==> src/rtl/interrupt_pkg.sv <==
// rtl/interrupt_pkg.sv - shared types and constants for the interrupt sequencer
package interrupt_pkg;

    localparam int INT_ID_W = 4;
    localparam int NEST_W   = 5;

    typedef enum logic [2:0] {
        ST_IDLE,
        ST_ACK,
        ST_ARMED,
        ST_VEC,
        ST_LOAD
    } seq_state_t;

    // Default return-stack frame for a 16-bit PC; wider PCs supply their own type
    typedef struct packed {
        logic [15:0]         pc;
        logic [INT_ID_W-1:0] id;
    } stack_entry_t;

endpackage

==> src/rtl/return_stack.sv <==
// rtl/return_stack.sv - LIFO of {pc, id} frames for nested interrupt returns
module return_stack
    import interrupt_pkg::*;
#(
    parameter int  DEPTH   = 16,
    parameter type entry_t = stack_entry_t
) (
    input  logic              clk,
    input  logic              reset,
    input  logic              push,
    input  entry_t            push_data,
    input  logic              pop,
    output entry_t            top,
    output logic [NEST_W-1:0] depth,
    output logic              full,
    output logic              empty
);

    localparam int IW = (DEPTH > 1) ? $clog2(DEPTH) : 1;

    entry_t            mem [DEPTH];
    logic [NEST_W-1:0] depth_q;
    logic [NEST_W-1:0] top_idx;
    logic              do_push;
    logic              do_pop;

    assign full    = (depth_q == NEST_W'(DEPTH));
    assign empty   = (depth_q == '0);
    assign do_push = push & ~full;
    assign do_pop  = pop & ~empty & ~do_push;
    assign top_idx = depth_q - NEST_W'(1);
    assign top     = empty ? '0 : mem[top_idx[IW-1:0]];
    assign depth   = depth_q;

    // Occupancy count; only this is cleared by reset, stale frames are unreachable
    always_ff @(posedge clk) begin
        if (reset) begin
            depth_q <= '0;
        end else if (do_push) begin
            depth_q <= depth_q + NEST_W'(1);
        end else if (do_pop) begin
            depth_q <= depth_q - NEST_W'(1);
        end
    end

    // Frame storage written at the current free slot
    always_ff @(posedge clk) begin
        if (do_push) begin
            mem[depth_q[IW-1:0]] <= push_data;
        end
    end

endmodule

==> src/rtl/interrupt_sequencer.sv <==
// rtl/interrupt_sequencer.sv - accepts interrupts at instruction boundaries and redirects the PC
module interrupt_sequencer
    import interrupt_pkg::*;
#(
    parameter int              DEPTH    = 16,
    parameter int              PC_W     = 16,
    parameter logic [PC_W-1:0] VEC_BASE = '0
) (
    input  logic                clk,
    input  logic                reset,
    input  logic                int_enable,
    input  logic                insn_boundary,
    input  logic [PC_W-1:0]     current_pc,
    input  logic                reti,
    output logic                handle_interrupt,
    input  logic                cpu_interrupt,
    input  logic [INT_ID_W-1:0] cpu_interrupt_id,
    output logic                clear_interrupt,
    output logic [INT_ID_W-1:0] clear_interrupt_id,
    output logic                vec_rd,
    output logic [PC_W-1:0]     vec_addr,
    input  logic [PC_W-1:0]     vec_data,
    output logic                stall,
    output logic                pc_load,
    output logic [PC_W-1:0]     pc_value,
    output logic [NEST_W-1:0]   nest_depth,
    output logic                reti_err
);

    typedef struct packed {
        logic [PC_W-1:0]     pc;
        logic [INT_ID_W-1:0] id;
    } seq_entry_t;

    seq_state_t          state_q, state_d;
    logic [INT_ID_W-1:0] pend_id_q, pend_id_d;
    logic [PC_W-1:0]     save_pc_q, save_pc_d;

    logic                stk_push;
    logic                stk_pop;
    seq_entry_t          stk_top;
    seq_entry_t          stk_push_data;
    logic [NEST_W-1:0]   stk_depth;
    logic                stk_full;
    logic                stk_empty;
    logic                reti_now;
    logic                reti_window;

    assign reti_now      = reti & insn_boundary;
    assign reti_window   = (state_q == ST_IDLE) || (state_q == ST_ACK) || (state_q == ST_ARMED);
    assign stk_push_data = '{pc: save_pc_q, id: pend_id_q};
    assign nest_depth    = reset ? '0 : stk_depth;

    return_stack #(
        .DEPTH   (DEPTH),
        .entry_t (seq_entry_t)
    ) u_return_stack (
        .clk       (clk),
        .reset     (reset),
        .push      (stk_push),
        .push_data (stk_push_data),
        .pop       (stk_pop),
        .top       (stk_top),
        .depth     (stk_depth),
        .full      (stk_full),
        .empty     (stk_empty)
    );

    // State, accepted id and the return PC captured at the vectoring boundary
    always_ff @(posedge clk) begin
        if (reset) begin
            state_q   <= ST_IDLE;
            pend_id_q <= '0;
            save_pc_q <= '0;
        end else begin
            state_q   <= state_d;
            pend_id_q <= pend_id_d;
            save_pc_q <= save_pc_d;
        end
    end

    // Next state and all handshake/redirect outputs; RETI servicing overlays the idle-side states
    always_comb begin
        state_d            = state_q;
        pend_id_d          = pend_id_q;
        save_pc_d          = save_pc_q;
        handle_interrupt   = 1'b0;
        clear_interrupt    = 1'b0;
        clear_interrupt_id = '0;
        vec_rd             = 1'b0;
        vec_addr           = '0;
        stall              = 1'b0;
        pc_load            = 1'b0;
        pc_value           = '0;
        reti_err           = 1'b0;
        stk_push           = 1'b0;
        stk_pop            = 1'b0;

        if (!reset) begin
            case (state_q)
                ST_IDLE: begin
                    // A RETI clears this cycle, and the controller drops a handle seen together with a clear
                    handle_interrupt = int_enable & ~stk_full & ~reti_now;
                    if (handle_interrupt) begin
                        state_d = ST_ACK;
                    end
                end
                ST_ACK: begin
                    if (cpu_interrupt) begin
                        pend_id_d = cpu_interrupt_id;
                        state_d   = ST_ARMED;
                    end else begin
                        state_d = ST_IDLE;
                    end
                end
                ST_ARMED: begin
                    // Already accepted by the controller, so int_enable no longer matters
                    if (insn_boundary && !reti) begin
                        save_pc_d = current_pc;
                        state_d   = ST_VEC;
                    end
                end
                ST_VEC: begin
                    stall    = 1'b1;
                    vec_rd   = 1'b1;
                    vec_addr = VEC_BASE + PC_W'(pend_id_q);
                    state_d  = ST_LOAD;
                end
                ST_LOAD: begin
                    stall    = 1'b1;
                    pc_load  = 1'b1;
                    pc_value = vec_data;
                    stk_push = 1'b1;
                    state_d  = ST_IDLE;
                end
                default: begin
                    state_d = ST_IDLE;
                end
            endcase

            if (reti_now && reti_window) begin
                if (!stk_empty) begin
                    pc_load            = 1'b1;
                    pc_value           = stk_top.pc;
                    clear_interrupt    = 1'b1;
                    clear_interrupt_id = stk_top.id;
                    stk_pop            = 1'b1;
                end else begin
                    reti_err = 1'b1;
                end
            end
        end
    end

    // One frame per priority level means legal traffic never overflows or underflows
    always @(posedge clk) begin
        if (!reset) begin
            assert (!(stk_push && stk_full));
            assert (!(stk_pop && stk_empty));
        end
    end

endmodule

==> config.mk <==
export PLATFORM = sky130hd
export DESIGN_NAME = interrupt_sequencer
export DESIGN_NICKNAME = d
export VERILOG_FILES = /design/src/rtl/interrupt_pkg.sv /design/src/rtl/return_stack.sv /design/src/rtl/interrupt_sequencer.sv
export SDC_FILE = /design/constraint.sdc
export NUM_CORES = 1
export LEC_CHECK = 0
export CORE_MARGIN = 10
export CORE_UTILIZATION = 30
export DETAILED_ROUTE_END_ITERATION = 16
export HOLD_SLACK_MARGIN = 0.15
export MAX_ROUTING_LAYER = met4
export PLACE_DENSITY_LB_ADDON = 0.05
export SLEW_MARGIN = 20
export SYNTH_ARGS = -nofsm -noshare
export SYNTH_HDL_FRONTEND = slang
export SYNTH_SLANG_ARGS = --single-unit
==> constraint.sdc <==
create_clock -name clk -period 3.4 [get_ports clk]
set_input_delay 0.51 -clock clk [delete_from_list [all_inputs] [get_ports clk]]
set_output_delay 0.51 -clock clk [all_outputs]
set_load 0.02 [all_outputs]
==> results.py <==
metrics = {
    "die": {
        "core_um2": 45600,
        "start_util_pct": 30.5,
        "die_area_um2": 55400,
        "io_pins": 89,
        "die_y_um": 235,
        "fp.dieW_um": 235,
        "rows": 78,
    },
    "drt": {
        "drtIter0Drc": 517,
        "firstDrtPassIters": 5,
        "drt-vias-per-instance": 4.83,
        "routedWlPerCell_um": 25.2,
        "wl_um": 39900,
        "drc": 0,
        "antenna_left": 0,
        "via_count": 7647,
    },
    "hold_path": {
        "min_from": "reset",
        "hp-class": "input port to flip-flop",
    },
    "logic_synthesis": {
        "ys_seq_elements": 348,
        "synth_common_cells": "edfxtp_1 (320), nand2_1 (117), mux4_2 (64)",
        "synth_edf_count": 320,
        "synth_top_cell_area_share_pct": 69.1,
        "synth_top_area_cell": "edfxtp_1",
        "synth_ff_type": "edfxtp_1",
        "yosysSeqAreaShare_pct": 73.1,
        "synth_most_common_cell": "edfxtp_1",
        "synth.area.top_cells": "edfxtp_1 (69%), mux4_2 (10%), dfxtp_1 (4.0%), nand2_1 (3.2%), mux2i_1 (1.4%)",
        "syn_area_per_cell_um2": 17.4,
        "netlist_instances": 800,
        "netlist_area_um2": 13900,
        "yosysUniqueCellTypes": 50,
        "synthArstFlopShare_pct": 0,
        "yosys_warnings": 0,
    },
    "worst_setup_path": {
        "crit_type": "flip-flop to primary output",
        "crit_arrival_ns": 2.77,
        "cp_slowest_stage_delay_ns": 0.49,
        "crit_chain": "inv_4 > ha_4 > xor2_4 > buf_4 > mux4_2 > mux2_2 > a22oi_2 > o21ai_2 > buf_2",
        "path_delay_family": "multiplexers",
        "worst_r2r_endpoint": "u_return_stack.mem[7][7]",
        "ff2ff_path_depth": 4,
        "crit_fanout": 4,
        "slowest_stage": "mux4_2",
        "r2r_start": "state_q[1]",
        "start_kind": "flip-flop",
        "required_ns": 2.89,
        "crit_end": "pc_value[14]",
        "path_depth": 9,
        "reg2reg_slack_ns": 0.93,
        "cp-startpoint": "u_return_stack.depth[0]",
        "crit_path_end_kind": "primary output",
        "critPathBufInv": 3,
    },
    "timing": {
        "tns_ns": 0,
        "setup_viol": 0,
        "clock_skew_ns": 0.00817,
        "slew_viol_final": 0,
        "finalHoldViolations": 0,
        "fin_crit_ns": 3.28,
        "worst_pin_slew_ns": 0.671,
        "max_freq_mhz": 305,
        "rsz0062_at_grt": "false",
        "relSlewSlack_pct": 54.9,
        "hold_slack_ns": 0.285,
        "fin_ws_ns": 0.123,
        "post-route-period-util_pct": 96.4,
    },
    "place": {
        "dpl.hpwl_um": 24900,
        "dpl-instance-area_um2": 15800,
        "place_ws_ns": -0.119,
        "port-buffer-count": 76,
        "place_congestion": 0.795,
    },
    "final_layout": {
        "diodes": 0,
        "final_layout_size_suffix_gt1_share_pct": 25.7,
        "utilization_pct": 37.7,
        "fillCellCount": 4215,
        "syn_to_final_growth_pct": 23.5,
        "nets": 1000,
        "fin_area_um2": 17200,
    },
    "power_and_ir_drop": {
        "powerDensity_nw_per_um2": 570,
        "peakVddDrop_mv": 0.246,
        "leakagePower_nw": 6.15,
    },
    "clock_network": {
        "cts_hold_buf": 0,
        "h-tree-depth": 2,
        "cts_tree": "yes",
        "cts_buffer_depth": 3,
        "clock_sinks": 348,
        "clock_latency_ns": 0.54,
        "cts_buffers": 41,
        "clockRootBuffer": "clkbuf_16",
        "clkTransAtPathRegs_ns": 0.05,
    },
    "global_routing": {
        "grt_use_total_pct": 14.7,
        "gr-total-overflow": 0,
        "antenna_found_initial": 0,
        "first_global_vias": 8322,
        "grt_max_degree": 39,
        "grt_pass1_wl_um": 58200,
    },
    "outcome": {
        "outcome": "finished clean",
    },
    "flow_run": {
        "max_cap_violations": 0,
    },
}
## cell usage in the layout (no fill, tap or decap), types with 3 or more instances in the layout
cell type | netlist | layout
nor2_2 | 0 | 3
clkinv_1 | 0 | 6
buf_2 | 8 | 14
o2111ai_1 | 15 | 12
mux2i_2 | 0 | 3
buf_4 | 14 | 62
conb_1 | 1 | 12
clkinv_2 | 0 | 6
ha_1 | 5 | 3
nor3b_1 | 4 | 4
o211ai_1 | 6 | 6
mux4_2 | 64 | 64
clkbuf_1 | 24 | 14
dlygate4sd2_1 | 0 | 6
mux2i_1 | 19 | 16
nor2_1 | 25 | 22
a21oi_1 | 25 | 25
and3_1 | 8 | 8
o2111ai_2 | 0 | 3
nand3_1 | 31 | 31
clkdlybuf4s50_1 | 0 | 53
nor2b_1 | 6 | 5
and2_1 | 14 | 14
buf_12 | 0 | 12
a22oi_1 | 10 | 9
o211ai_2 | 9 | 9
clkbuf_16 | 0 | 42
buf_6 | 9 | 3
clkbuf_8 | 0 | 3
nand2_1 | 117 | 117
dfxtp_1 | 28 | 26
edfxtp_1 | 320 | 320
## kinds of logic (layout without fill, tap and decap cells)
logic type / Yosys count / in the layout / synth area share (%)
AOI/OAI and AO/OA: 73 / 73 / 3.91
xor gates and xnor gates: 6 / 6 / 0.513
adders and majority gates: 5 / 5 / 0.450
buffers and inverters: 60 / 231 / 2.56
DFF: 348 / 348 / 73.1
muxes: 85 / 85 / 11.9
other: 1 / 12 / 0.0270
and+or+nand+nor: 222 / 222 / 7.51
## layer usage
metal  global-route usage, %  up-vias  share of wire, %
li1                        -     3419                 -
met1                    19.4     4003                47
met2                    23.0      174                47
met3                    2.27       51               3.9
met4                    4.30        0               2.1
met5                       -        -                 0
## where the power goes
part           internal, mW  switching (mW)  total (mW)  leakage (nW)
Combinational         0.511           0.599        1.11          1.96
Clock                  2.36            1.66        4.02         0.595
Sequential             4.63          0.0277        4.66          3.59
## layout make-up
type,count,area [µm²],share of cell area (%)
tap,600,751,4.37
clock buffer,58,1120,6.52
sequential,348,10200,59.2
multi-input combinational,403,3530,20.5
inverter,4,20.0,0.117
timing repair buffer,155,1500,8.70
clock inverter,14,91.3,0.532
## state kept, by name, indices dropped and copies added, names as in the netlist
signal	count
u_return_stack.mem	320
pend_id_q	4
state_q	3
u_return_stack.depth	5
save_pc_q	16
## timing repair
item                                    in CTS  in global routing
gates cloned                                 1                  1
resized for setup                           83                 10
pin swaps                                    2                  2
setup buffers                                2                  2
endpoints found under the setup margin      22                 15
## worst reg2reg max path, stage by stage, from the launching register on
cell and delay (ns):
dfxtp_1 0.39, or4b_1 0.71, nor3b_1 0.47, and2_1 0.25, buf_4 0.31
## metrics by stage
step,std cells,total power [mW]
finish,1582,9.78
CTS,1579,9.91
floorplan,811,5.37
global route,1582,10.2
global placement,1504,5.75
detailed placement,1504,5.76
## worst min-delay path by stage
stage | to | slack [ns] | depth (start not counted)
finish | state_q[1] | 0.29 | 3
global route | state_q[1] | 0.29 | 3
CTS | state_q[1] | 0.24 | 3
detailed placement | state_q[1] | 0.55 | 2
global placement | state_q[2] | 0.53 | 2
floorplan | state_q[2] | 0.50 | 2
Power figures use the tool's default switching activity.
==> RTL change, RTL diff (same settings) <==
Reset style: asynchronous (`reset`), changed in 2 clocked blocks.
--- a/src/rtl/return_stack.sv
+++ b/src/rtl/return_stack.sv
@@ -35,3 +35,3 @@
     // Occupancy count; only this is cleared by reset, stale frames are unreachable
-    always_ff @(posedge clk) begin
+    always_ff @(posedge clk or posedge reset) begin
         if (reset) begin
--- a/src/rtl/interrupt_sequencer.sv
+++ b/src/rtl/interrupt_sequencer.sv
@@ -69,3 +69,3 @@
     // State, accepted id and the return PC captured at the vectoring boundary
-    always_ff @(posedge clk) begin
+    always_ff @(posedge clk or posedge reset) begin
         if (reset) begin
Formal check against the unedited RTL: same outputs for any inputs over 10 cycles, from zero or initial values and one cycle with reset high; that may be too few to reach the edited logic, so the function may still have changed.
==> RTL change against the original RTL <==
Area after synthesis increased by 1.4%; maximum frequency decreased by 1.2%; routed wire length decreased by 2.1%; worst setup slack got worse by 0.041 ns; sequential cell count unchanged; final area increased by 2.8%; cell count decreased by 5.0%; count of clock-buffer cells in the layout decreased by 8; sequential share of layout area decreased by 0.81 points.
Power is not compared: it rests on default switching activity, and its combinational part moved more than twofold at a synthesized area within 25%.
==> RTL change: results (changes against the original RTL) <==
Outcome
  • Outcome: finished, final reports clean (unchanged)

Cells and area
  • Non-clock buffers, area share: 9.44% (was 8.70%)
  • Diode count: 0 (unchanged)
  • Buffers, non-clock: 159 (was 155)
  • Filler instances: 4,279 (was 4,215)
  • Clock-cell share of area: 7.58% (was 7.05%)
  • Multi-input logic area: 3560 µm² (was 3530 µm²)
  • Multi-In Gates: 314 (was 403)
  • Nets: 913 (was 1,000)
  • Seq area share: 58.4% (was 59.2%)
  • Fraction of area in multi-input gates: 20.2% (was 20.5%)
  • Invs w/o clock: 3 (was 4)

Global routing
  • Largest net degree at the start of global routing: 29 (was 39)
  • First-pass GRT wire length: 56.6 mm (was 58.2 mm)
  • GRT Total Usage: 14.3% (was 14.7%)
  • Number of global-route vias before repair: 7,958 (was 8,322)
  • Met3 Usage GRT: 2.33% (was 2.27%)
  • Met1 usage: 17.1% (was 19.4%)

Route
  • Initial DRC Count: 496 (was 517)
  • Vias: 7,101 (was 7,647)
  • M1 WL: 16.3 mm (was 18.6 mm)
  • Met2 routed wirelength: 20.4 mm (was 19.0 mm)
  • Routed wire length per instance: 26.0 µm (was 25.2 µm)
  • Drt pass-1 iters: 4 (was 5)
  • Met3 WL: 1.57 mm (about the same)

CTS
  • CTS-repair resized insts: 89 (was 83)
  • CTS buffer count: 40 (was 41)
  • Setup Fix Bufs, Post-CTS: 7 (was 2)

Placement
  • Detail Placement HPWL: 24.0 mm (was 24.9 mm)
  • Pre-CTS setup slack: -0.129 ns (was -0.119 ns)
  • DP Cell Count: 1,420 (was 1,504)
  • GPL Wtd Cong: 0.774 (was 0.795)

Yosys
  • Compound-Gate Fraction of Synth Area: 1.98% (was 3.91%)
  • Count of different cell masters after synthesis: 49 (was 50)
  • Xor/xnor share of the synthesized area: 0.550% (was 0.513%)
  • Synth top area cells: edfxtp_1, mux4_2, dfrtp_1 (was edfxtp_1, mux4_2, dfxtp_1)
  • Synth Instances: 703 (was 800)
  • Sequential cell area fraction in the yosys report: 73.1% (about the same)
  • Mux share of post-synthesis cell area: 17.0% (was 11.9%)
  • Synth async-reset ratio: 8.05% (was 0%)
  • Synth Area in Adders: 0.444% (was 0.450%)

Worst setup path
  • CP max FO: 12 (was 4)
  • Max incr delay on CP: 0.55 ns (was 0.49 ns)

Floorplanning
  • Row cnt: 79 (was 78)

Hold path
  • Worst hold path class: register to register (was input pin to register)

STA
  • Worst Max-Slew Pin Slew: 0.563 ns (was 0.671 ns)
  • Final Skew: 0.0241 ns (was 0.00817 ns)
-- RTL change: cell types whose count changed after synthesis, moves of 17 or more --
| cell | before | now |
|---|---|---|
| clkbuf_1 | 24 | 7 |
| dfrtp_1 | 0 | 28 |
| dfxtp_1 | 28 | 0 |
| mux2_2 | 1 | 20 |
| mux2i_1 | 19 | 47 |
| nand2_1 | 117 | 41 |
-- RTL change: worst paths after layout --
kind,slack [ns],endpoint,from,depth (start not counted)
hold reg to reg,0.52,u_return_stack.depth[4]$_DFFE_PP0P_,u_return_stack.depth[4]$_DFFE_PP0P_,1
max in group asynchronous,2.34,u_return_stack.depth[0]$_DFFE_PP0P_,reset,3
setup reg to reg,0.72,u_return_stack.mem[1][19]$_DFFE_PP_,state_q[1]$_DFFE_PP0P_,6
min in group asynchronous,0.63,state_q[0]$_DFFE_PP0P_,reset,3
hold / removal,0.52,u_return_stack.depth[4]$_DFFE_PP0P_,u_return_stack.depth[4]$_DFFE_PP0P_,1
setup / recovery,0.08,pc_value[7],u_return_stack.depth[0]$_DFFE_PP0P_,9
-- RTL change: logic make-up (layout without fill, tap and decap cells) --
family	Yosys count	count (layout)
xor+xnor	8	8
simple gates	113	113
mux	140	140
buf+inv	52	234
flops	348	348
fa+ha+maj	5	5
compound gates	36	36
other cells	1	12
-- RTL change: power groups by stage --
stage | clock network, µW | registers, µW | logic (µW)
4_1_cts | 4520 | 5920 | 5900
2_1_floorplan | 0 | 5760 | 3550
3_3_place_gp | 0 | 5960 | 5410
6_report | 4370 | 5910 | 5780
3_5_place_dp | 0 | 6010 | 5410
5_1_grt | 4670 | 6000 | 6200
